## src/rtl/pipe_pkg.sv

```systemverilog
// rtl/pipe_pkg.sv - shared pipeline-stage state encoding and default widths
package pipe_pkg;

   localparam int unsigned XLEN        = 32;
   localparam int unsigned IF_ID_WIDTH = 64;

   typedef enum logic [1:0] {
      PS_EMPTY = 2'd0,
      PS_FULL  = 2'd1,
      PS_SKID  = 2'd2
   } pipe_state_e;

endpackage

```

## src/rtl/pipe_skid_buf.sv

```systemverilog
// rtl/pipe_skid_buf.sv - second-entry holding register for the skid build of pipe_stage_reg
module pipe_skid_buf #(
   parameter int unsigned WIDTH = 64
) (
   input  logic             i_clk,
   input  logic             i_reset,
   input  logic             i_clear,
   input  logic             i_load,
   input  logic             i_unload,
   input  logic [WIDTH-1:0] i_data,
   output logic             o_valid,
   output logic [WIDTH-1:0] o_data
);

   logic             r_valid;
   logic [WIDTH-1:0] r_data;

   assign o_valid = r_valid;
   assign o_data  = r_data;

   // Capture the overflow word when main is stalled; drop it on reset/flush or once moved to main
   always_ff @(posedge i_clk) begin
      if (i_reset || i_clear) begin
         r_valid <= 1'b0;
      end else if (i_load) begin
         r_valid <= 1'b1;
         r_data  <= i_data;
      end else if (i_unload) begin
         r_valid <= 1'b0;
      end
   end

endmodule

```

## src/rtl/pipe_stage_reg.sv

```systemverilog
// rtl/pipe_stage_reg.sv - elastic pipeline register with flush, freeze and stall counter; PIPE_STAGE_SKID_EN selects the skid build
module pipe_stage_reg
   import pipe_pkg::*;
#(
   parameter int unsigned       WIDTH       = IF_ID_WIDTH,
   parameter logic [WIDTH-1:0]  RESET_VALUE = '0,
   parameter int unsigned       CNT_WIDTH   = 16
) (
   input  logic                 i_clk,
   input  logic                 i_reset,
   input  logic                 i_in_valid,
   output logic                 o_in_ready,
   input  logic [WIDTH-1:0]     i_in_data,
   output logic                 o_out_valid,
   input  logic                 i_out_ready,
   output logic [WIDTH-1:0]     o_out_data,
   input  logic                 i_flush,
   input  logic                 i_busy_wait,
   output logic [CNT_WIDTH-1:0] o_stall_cnt
);

   localparam logic [CNT_WIDTH-1:0] CNT_ONE = 1;
   localparam logic [CNT_WIDTH-1:0] CNT_MAX = '1;

   pipe_state_e          r_state;
   logic                 r_out_valid;
   logic [WIDTH-1:0]     r_out_data;
   logic [CNT_WIDTH-1:0] r_stall_cnt;
   logic                 w_in_xfer;
   logic                 w_out_xfer;

   // A frozen stage must not present its word, but keeps it in the register
   assign o_out_valid = r_out_valid && !i_busy_wait;
   assign o_out_data  = r_out_data;
   assign o_stall_cnt = r_stall_cnt;
   assign w_in_xfer   = i_in_valid && o_in_ready;
   assign w_out_xfer  = o_out_valid && i_out_ready;

`ifdef PIPE_STAGE_SKID_EN
   logic             w_skid_valid;
   logic [WIDTH-1:0] w_skid_data;
   logic             w_skid_load;
   logic             w_skid_unload;

   // Ready depends only on held state, so OUT_READY never reaches IN_READY
   assign o_in_ready    = !i_reset && !i_busy_wait && (r_state != PS_SKID);
   assign w_skid_load   = !i_flush && (r_state == PS_FULL) && w_in_xfer && !w_out_xfer;
   assign w_skid_unload = !i_flush && (r_state == PS_SKID) && w_out_xfer;

   pipe_skid_buf #(
      .WIDTH (WIDTH)
   ) u_skid (
      .i_clk    (i_clk),
      .i_reset  (i_reset),
      .i_clear  (i_flush),
      .i_load   (w_skid_load),
      .i_unload (w_skid_unload),
      .i_data   (i_in_data),
      .o_valid  (w_skid_valid),
      .o_data   (w_skid_data)
   );

   // Main register and occupancy state; skid word is promoted when main drains
   always_ff @(posedge i_clk) begin
      if (i_reset || i_flush) begin
         r_state     <= PS_EMPTY;
         r_out_valid <= 1'b0;
         r_out_data  <= RESET_VALUE;
      end else if (!i_busy_wait) begin
         case (r_state)
            PS_EMPTY: begin
               if (w_in_xfer) begin
                  r_out_data  <= i_in_data;
                  r_out_valid <= 1'b1;
                  r_state     <= PS_FULL;
               end
            end
            PS_FULL: begin
               if (w_in_xfer && w_out_xfer) begin
                  r_out_data <= i_in_data;
               end else if (w_in_xfer) begin
                  r_state <= PS_SKID;
               end else if (w_out_xfer) begin
                  r_out_valid <= 1'b0;
                  r_state     <= PS_EMPTY;
               end
            end
            PS_SKID: begin
               if (w_out_xfer && w_skid_valid) begin
                  r_out_data <= w_skid_data;
                  r_state    <= PS_FULL;
               end
            end
            default: begin
               r_state     <= PS_EMPTY;
               r_out_valid <= 1'b0;
            end
         endcase
      end
   end
`else
   // Single-entry build: a full stage can only accept when the word leaves this cycle
   assign o_in_ready = !i_reset && !i_busy_wait && ((r_state == PS_EMPTY) || i_out_ready);

   // Main register and occupancy state; a simultaneous transfer replaces the held word
   always_ff @(posedge i_clk) begin
      if (i_reset || i_flush) begin
         r_state     <= PS_EMPTY;
         r_out_valid <= 1'b0;
         r_out_data  <= RESET_VALUE;
      end else if (!i_busy_wait) begin
         if (w_in_xfer) begin
            r_out_data  <= i_in_data;
            r_out_valid <= 1'b1;
            r_state     <= PS_FULL;
         end else if (w_out_xfer) begin
            r_out_valid <= 1'b0;
            r_state     <= PS_EMPTY;
         end
      end
   end
`endif

   // Saturating count of cycles where the stage holds a word downstream refuses, or is frozen
   always_ff @(posedge i_clk) begin
      if (i_reset) begin
         r_stall_cnt <= '0;
      end else if (((r_out_valid && !i_out_ready) || i_busy_wait) && (r_stall_cnt != CNT_MAX)) begin
         r_stall_cnt <= r_stall_cnt + CNT_ONE;
      end
   end

endmodule

```

## config.mk

```make
export PLATFORM = sky130hd
export DESIGN_NAME = pipe_stage_reg
export DESIGN_NICKNAME = d
export VERILOG_FILES = /design/src/rtl/pipe_pkg.sv /design/src/rtl/pipe_skid_buf.sv /design/src/rtl/pipe_stage_reg.sv
export SDC_FILE = /design/constraint.sdc
export NUM_CORES = 1
export LEC_CHECK = 0
export CAP_MARGIN = 40
export CORE_MARGIN = 10
export CORE_UTILIZATION = 40
export DETAILED_ROUTE_END_ITERATION = 6
export PLACE_DENSITY = 0.91
export SLEW_MARGIN = 0
export SYNTH_ARGS = -nofsm -noshare
export SYNTH_HDL_FRONTEND = slang
export SYNTH_SLANG_ARGS = --single-unit
```

## constraint.sdc

```tcl
create_clock -name i_clk -period 2.45 [get_ports i_clk]
set_clock_uncertainty 0.2 [all_clocks]
set_input_delay 0.49 -clock i_clk [delete_from_list [all_inputs] [get_ports i_clk]]
set_output_delay 0.49 -clock i_clk [all_outputs]
set_load 0.02 [all_outputs]
```

== Word-level counts from Yosys, hierarchy flattened ==
Cells that the tools add are included.

* $add $sub $neg: 1
* Equal/unequal tests: 1
* Muxes and demuxes: 4
* Bitwise logic cells: 1
* Reductions and logical operators: 17

{| class="wikitable"
|+ Operator list
! operator !! count
|-
| $add 16x1->16 const B || 1
|-
| $ne 16x16->1 const B || 1
|-
| $logic_and 1x1->1 || 7
|-
| $mux 2 || 2
|-
| $reduce_and 2->1 || 2
|-
| $logic_not 1->1 || 3
|-
| $logic_or 1x1->1 || 3
|-
| $logic_not 2->1 || 1
|-
| $mux 1 || 2
|-
| $reduce_bool 2->1 || 1
|-
| $not 1->1 || 1
|}

* Register bits after elaboration: 83
* Bits of input ports: 70
* Output and inout bits: 82
* Logic and storage cells: 28

== Logic depth before layout (Yosys ltp) ==
Gate-level depths: netlist of run 1.

* Depth after elaboration: 6
* Mapped depth: 7
* Depth with buffers taken out: 5

== Least setup slack after synthesis of run 1 ==
OpenSTA, ideal clock, no wires.

* Kind: reg-to-reg
* Start point: reg r_stall_cnt[0], in the netlist o_stall_cnt[0]
* End point: reg r_stall_cnt[14], in the netlist o_stall_cnt[14]
* Setup time: 0.121 ns
* Arrival: 1.668 ns
* Setup slack: 0.461 ns
* Stages on the path, launching flop included: 6
* Clock period less this slack: 1.989 ns
* Cells stage by stage: dfxtp_1 ha_1 and3_1 o21ai_1 nor4_1 mux2_2

* Word-level cells in the longest chain between the ends: 2
* Elaborated cells on any way between the ends: 3
* Classes of those cells: add/sub (1); eq/ne (1); reduce/logical (1)

{| class="wikitable"
|+ Ends and longest elaborated chain
! item !! line !! RTL
|-
| start, declared || pipe_stage_reg.sv:28 || <nowiki>logic [CNT_WIDTH-1:0] r_stall_cnt;</nowiki>
|-
| start signal, assigned || pipe_stage_reg.sv:129 || <nowiki>r_stall_cnt <= r_stall_cnt + CNT_ONE;</nowiki>
|-
| branches (longest 2 deep; another with $add 16x1->16) || - ||
|}

Parallel ways; which one is timed is not known.
A chain may end at the register's enable or synchronous reset.

== Final worst setup path of run 1 ==
* Start point: in i_out_ready
* End point: out o_in_ready

* Word-level cells in the longest chain between the ends: 2

{| class="wikitable"
|+ Ends and longest elaborated chain
! item !! line !! RTL
|-
| start, declared || pipe_stage_reg.sv:15 || <nowiki>input logic i_out_ready,</nowiki>
|-
| $logic_or 1x1->1 || pipe_stage_reg.sv:103 || <nowiki>assign o_in_ready = !i_reset && !i_busy_wait && ((r_state == PS_EMPTY) || i_out_ready);</nowiki>
|-
| $logic_and 1x1->1 || pipe_stage_reg.sv:103 ||
|-
| end, declared || pipe_stage_reg.sv:12 || <nowiki>output logic o_in_ready,</nowiki>
|}

Every way passes these cells.

==> flow_summary.json, run 1 <==
{
  "status": "complete, no violations",
  "start_util": 0.411,
  "reg2regPathDepth": 5,
  "p_clk_frac": 0.352,
  "clk_latency_ns": 0.34,
  "wl_per_cell_um": 15.9,
  "use_met2": 0.306,
  "cp_top_family": "buffers and inverters",
  "swShare": 0.255,
  "slew_violations": 0,
  "rsz0062_at_grt": "no",
  "hold_ws_ns": 0.257,
  "crit_slowest_cell": "clkdlybuf4s50_1",
  "power.switching_w": 0.000639,
  "synth.area.top_cells": "dfxtp_1 51%, nand2_1 15%, a21oi_1 12%, buf_6 2.5%, buf_2 1.4%",
  "routed_wl_mm": 10.2,
  "period_needed_ns": 2.39,
  "clk_path_buf_depth": 2,
  "use_met3": 0.0702,
  "synth_cells": 387,
  "ys_warn_count": 0,
  "path_depth": 5,
  "port_buffers": 151,
  "critPathKind": "input pin to output port",
  "worstPathRequired_ns": 1.76,
  "critical_path_buf_inv_count": 2,
  "crit_path_cell_trace": "clkdlybuf4s50_1 > nor2b_1 > or2_2 > nor2_1 > clkdlybuf4s15_1",
  "synth_area_mm2": 0.00316,
  "ir_drop_v": 0.000344,
  "dieHeight_um": 109,
  "fin_crit_sh": 0.974,
  "p_per_area_mw_per_mm2": 506,
  "relSlewSlack": 0.659,
  "ys.flop_type": "dfxtp_1",
  "dpl_worst_slack_ns": -0.245,
  "synth_cell_types": 36,
  "dp_hpwl_mm": 7.76,
  "grt_pass1_wl_mm": 15.9,
  "yosysTopAreaCell": "dfxtp_1",
  "worstMarginPinSlew_ns": 0.510,
  "via_per_inst": 4.97,
  "io_pins": 152,
  "final-hold-violation-count": 0,
  "syn_avg_cell_area_um2": 8.16,
  "row_count": 32,
  "post_cts_buffers": 0,
  "grt_max_degree": 66,
  "diodes": 0,
  "ys_ff_latch": 81,
  "hold_buffers": 0,
  "endpoint_kind": "output port",
  "yosysMostFrequentCell": "nand2_1",
  "drc": 0,
  "power.leakage_nw": 1.66,
  "dr.pass1.iters": 4,
  "synth-async-reset-ratio": 0,
  "tritoncts": "done",
  "arrival_ns": 1.70,
  "met1_usage": 0.166,
  "layout.nets": 606,
  "dp.cells": 626,
  "seq_area_frac_synth": 0.513,
  "fin_ws_ns": 0.0626,
  "clkTransAtPathRegs_ns": 0.08,
  "antenna_found_initial": 0,
  "drive_gt1_frac": 0.0722,
  "netlist_top_cells_count": "130 x nand2_1, 81 x dfxtp_1, 77 x a21oi_1",
  "min_path_type": "register to register",
  "crit_fanout": 2,
  "area_growth_syn_to_layout_pct": 56.9,
  "grtUsageTotal": 0.169,
  "final_antenna_net_count": 0,
  "fmax_ghz": 0.419,
  "holdPathStages": 2,
  "synth-edff-count": 0,
  "gp_congestion": 0.761,
  "synth_top_area_frac": 0.513,
  "drtIter0Drc": 91,
  "crit_path_max_incr_delay_ns": 0.47,
  "worst_setup_path_start_kind": "input pin",
  "final_cells": 642,
  "p_int_w": 0.00187,
  "total_power_w": 0.00251,
  "h-tree-depth": 3,
  "dieArea_mm2": 0.0119,
  "seqPwrFrac": 0.536,
  "ctsRootBufferMaster": "clkbuf_8",
  "grt_pass1_vias": 3223,
  "maxCapViolations": 0,
  "vias": 3190,
  "setup_viol": 0,
  "synth_nets": 458,
  "combPwrFrac": 0.112,
  "fin_tns_setup_ns": 0,
  "cts_sinks": 81,
  "gr-total-overflow": 0,
  "die_x_um": 109,
  "grt-busiest-layer": "met2",
  "cts-buffers-inserted": 9,
  "core_mm2": 0.00769
}
final timing paths:
| kind | end | from | slack (ns) |
|---|---|---|---|
| max | o_in_ready | i_out_ready | 0.06 |
| min | o_out_data[47] | o_out_data[47] | 0.26 |
| max reg2reg | o_stall_cnt[14] | o_stall_cnt[0] | 0.46 |
| min reg2reg | o_out_data[47] | o_out_data[47] | 0.26 |
flip-flops by register name, indices dropped and copies added (netlist names):
signal,flops
o_stall_cnt,16
r_state,1
o_out_data,64
layer usage:
metal	vias to the layer above	routed length, um
met2	90	5580
met4	0	244
met3	15	886
met1	1483	3470
met5	-	0
li1	1602	-
cell usage in the layout (no fill, tap or decap), drive strengths merged, types with 2 or more instances in the layout:
cell type and count:
dfxtp 81, or2 2, nand4 4, o21ai 7, o211ai 3, clkinv 2
a21oi 77, clkdlybuf4s50 149, and4 2, nor2 9, nor3 4, nor4 3
clkbuf 9, nand2 130, mux2 2, o31ai 6, nand3 4, or3 5
inv 7, and3 2, clkinvlp 3, buf 11, nor2b 3, or4 4
layout make-up:
cell class | count | area (um^2)
multi-input cells | 276 | 1370
clock inverters | 7 | 53.8
flip-flops and latches | 81 | 1620
repair buffers | 162 | 1640
clock buffers | 9 | 124
well taps | 102 | 128
inverters | 5 | 18.8
fillers | 663 | 2730
power groups by stage:
stage	Clock (W)	Combinational, W	Sequential, W
6_report	0.000883	0.000280	0.00134
5_1_grt	0.000981	0.000301	0.00135
4_1_cts	0.000921	0.000283	0.00134
3_5_place_dp	0	0.000282	0.00137
3_3_place_gp	0	0.000275	0.00137
2_1_floorplan	0	0.0000849	0.00139
metrics by stage:
step	util	cell area, um^2
2_1_floorplan	-	3160
3_3_place_gp	0.622	4780
3_5_place_dp	0.622	4780
4_1_cts	0.645	4950
5_1_grt	0.645	4960
6_report	0.645	4960
timing repair:
action / 4_1_cts / 5_1_grt
endpoints found under the setup margin: 2 / 1
gates resized for setup: 2 / 1
pin swaps: 0 / 0
cell families (layout without fill, tap and decap cells):
kind of cell             after synthesis  count (layout)  share of synthesized area
multiplexers                           2               2                    0.00713
adder cells (fa/ha/maj)                1               1                    0.00396
AND/OR/NAND/NOR                      176             176                      0.255
flip-flops                            81              81                      0.513
AO/OA/AOI/OAI                         97              97                      0.165
buffers and inverters                 30             183                     0.0558
worst register-to-register path, stage by stage (launching register included):
cell     delay [ns]
dfxtp_1        0.42
ha_1           0.24
and3_1         0.19
o21ai_1        0.14
nor4_1         0.33
mux2_2         0.37
No activity file was read; power rests on OpenSTA's default activity.
==> run 2, diff against run 1 <==
CORE_MARGIN = 5   (was 10)
TNS_END_PERCENT = 20   (was unset)
==> run 2 against run 1 <==
Against the previous run: routed wire length down 10%; highest routed layer unchanged; critical path depth is the same; non-clock buffer count up 1; count of clock-buffer cells in the layout grew 1; global-route usage is 1.1 points higher; register-to-register slack about the same.
==> flow_summary.json, run 2 (synthesis gave the netlist of run 1 again) <==
{
  "period_needed_ns": 2.27,
  "crit_path_max_incr_delay_ns": 0.49,
  "cts-buffers-inserted": 9,
  "dr.pass1.iters": 4,
  "arrival_ns": 1.58,
  "row_count": 32,
  "cts_sinks": 81,
  "port_buffers": 151,
  "worstMarginPinSlew_ns": 0.502,
  "final_core_util": 0.638,
  "rsz0062_at_grt": "no",
  "slew_violations": 0,
  "power.switching_w": 0.000587,
  "r2r_setup_slack_ns": 0.46,
  "p_int_w": 0.00185,
  "dieArea_mm2": 0.00978,
  "routed_wl_mm": 9.14,
  "final-hold-violation-count": 0,
  "antenna_found_initial": 0,
  "tritoncts": "done",
  "total_power_w": 0.00244,
  "grtUsageTotal": 0.179,
  "worst_setup_path_start_kind": "input pin",
  "relSlewSlack": 0.664,
  "p_clk_frac": 0.336,
  "power.leakage_nw": 1.66,
  "fin_crit_sh": 0.928,
  "via_per_inst": 5.02,
  "drc": 0,
  "dp.cells": 627,
  "combPwrFrac": 0.114,
  "maxCapViolations": 0,
  "swShare": 0.241,
  "drtIter0Drc": 115,
  "hold_path_startpoint": "o_out_data[0]",
  "largest_register_ffs": 64,
  "start_util": 0.409,
  "crit_fanout": 2,
  "dp_hpwl_mm": 6.77,
  "dieHeight_um": 98.9,
  "crit_path_cell_trace": "clkdlybuf4s50_1 > nor2b_1 > or2_2 > nor2_1 > clkbuf_2",
  "crit_slowest_cell": "clkdlybuf4s50_1",
  "gr-total-overflow": 0,
  "regArea_mm2": 0.00162,
  "worstPathRequired_ns": 1.76,
  "die_x_um": 98.9,
  "grt_pass1_vias": 3059,
  "layout_common_cells": "149 x clkdlybuf4s50_1, 130 x nand2_1, 81 x dfxtp_1",
  "grt_max_degree": 51,
  "seqPwrFrac": 0.551,
  "fillCellCount": 671,
  "critPathKind": "input pin to output port",
  "setup_viol": 0,
  "clk_latency_ns": 0.33,
  "final_antenna_net_count": 0,
  "ir_drop_v": 0.000332,
  "cp_top_family": "buffers and inverters",
  "final_common_cell": "clkdlybuf4s50_1",
  "diodes": 0,
  "core_mm2": 0.00773,
  "final_cells": 643,
  "h-tree-depth": 3,
  "grt_pass1_wl_mm": 14.5,
  "endpoint_kind": "output port",
  "cp-startpoint": "i_out_ready",
  "hold_ws_ns": 0.256,
  "min_path_type": "register to register",
  "fmax_ghz": 0.440,
  "multi_input_area_mm2": 0.00137,
  "critical_path_buf_inv_count": 2,
  "vias": 3226,
  "wl_per_cell_um": 14.2,
  "hold_buffers": 0,
  "drive_gt1_frac": 0.0739,
  "ctsRootBufferMaster": "clkbuf_8",
  "io_pins": 152,
  "timing.rr.start": "o_stall_cnt[0]",
  "clk_path_buf_depth": 2,
  "gp_congestion": 0.775,
  "layout.nets": 607,
  "area_growth_syn_to_layout_pct": 56.1,
  "p_per_area_mw_per_mm2": 495,
  "clkTransAtPathRegs_ns": 0.09,
  "status": "complete, no violations"
}
[run 2: cell count changes in the layout (fill, tap and decap cells not counted)]
cell / previous run / this run
clkbuf_1: 0 / 1
clkbuf_2: 0 / 1
clkinvlp_4: 3 / 2
inv_6: 2 / 0
clkinv_4: 1 / 0
buf_4: 7 / 9
buf_12: 4 / 3
clkdlybuf4s15_1: 1 / 0
clkinv_2: 1 / 4
[run 2: power by group through the flow]
| stage | clock network, W | registers [W] | logic, W |
|---|---|---|---|
| 3_5_place_dp | 0 | 0.00137 | 0.000279 |
| 2_1_floorplan | 0 | 0.00139 | 0.0000849 |
| 5_1_grt | 0.000906 | 0.00135 | 0.000297 |
| 4_1_cts | 0.000854 | 0.00134 | 0.000280 |
| 6_report | 0.000820 | 0.00134 | 0.000277 |
| 3_3_place_gp | 0 | 0.00137 | 0.000273 |
[run 2: timing repair]
item,CTS,global route
cloned,0,0
gates resized for setup,2,2
setup endpoints to repair,2,1
setup buffers,0,0
[run 2: cell type report]
class                   count  share of cell area
multi-input cells         276               0.277
clock buffers              10              0.0259
well taps                 102              0.0259
inverters                   5             0.00381
repair buffers            163               0.331
clock inverters             6             0.00710
flip-flops and latches     81               0.329
[run 2: path summary, 6_finish.rpt]
| path | to | cells past startpoint |
|---|---|---|
| max reg2reg | o_stall_cnt[14] | 5 |
| max | o_in_ready | 5 |
| min reg2reg | o_out_data[0] | 2 |
| min | o_out_data[0] | 2 |
[run 2: per-stage QoR]
stage / TNS [ns] / setup WS [ns] / cell area [um^2]
after floorplan: 0 / 0.461 / 3160
after global placement: -0.264 / -0.242 / 4770
after detailed placement: -0.329 / -0.266 / 4770
after CTS: 0 / 0.00534 / 4930
after global routing: 0 / 0.114 / 4930
final: 0 / 0.175 / 4930
[run 2: per-layer routing]
layer / routed length (um) / global-route usage / up-vias
met3: 648 / 0.0559 / 19
met2: 4660 / 0.317 / 120
li1: - / - / 1606
met4: 225 / 0.0798 / 0
met1: 3600 / 0.196 / 1481
met5: 0 / 0 / -
[run 2: tightest hold or removal path: stages, from the launching register on]
cell	delay, ns
dfxtp_1	0.31
nand2_1	0.05
a21oi_1	0.05
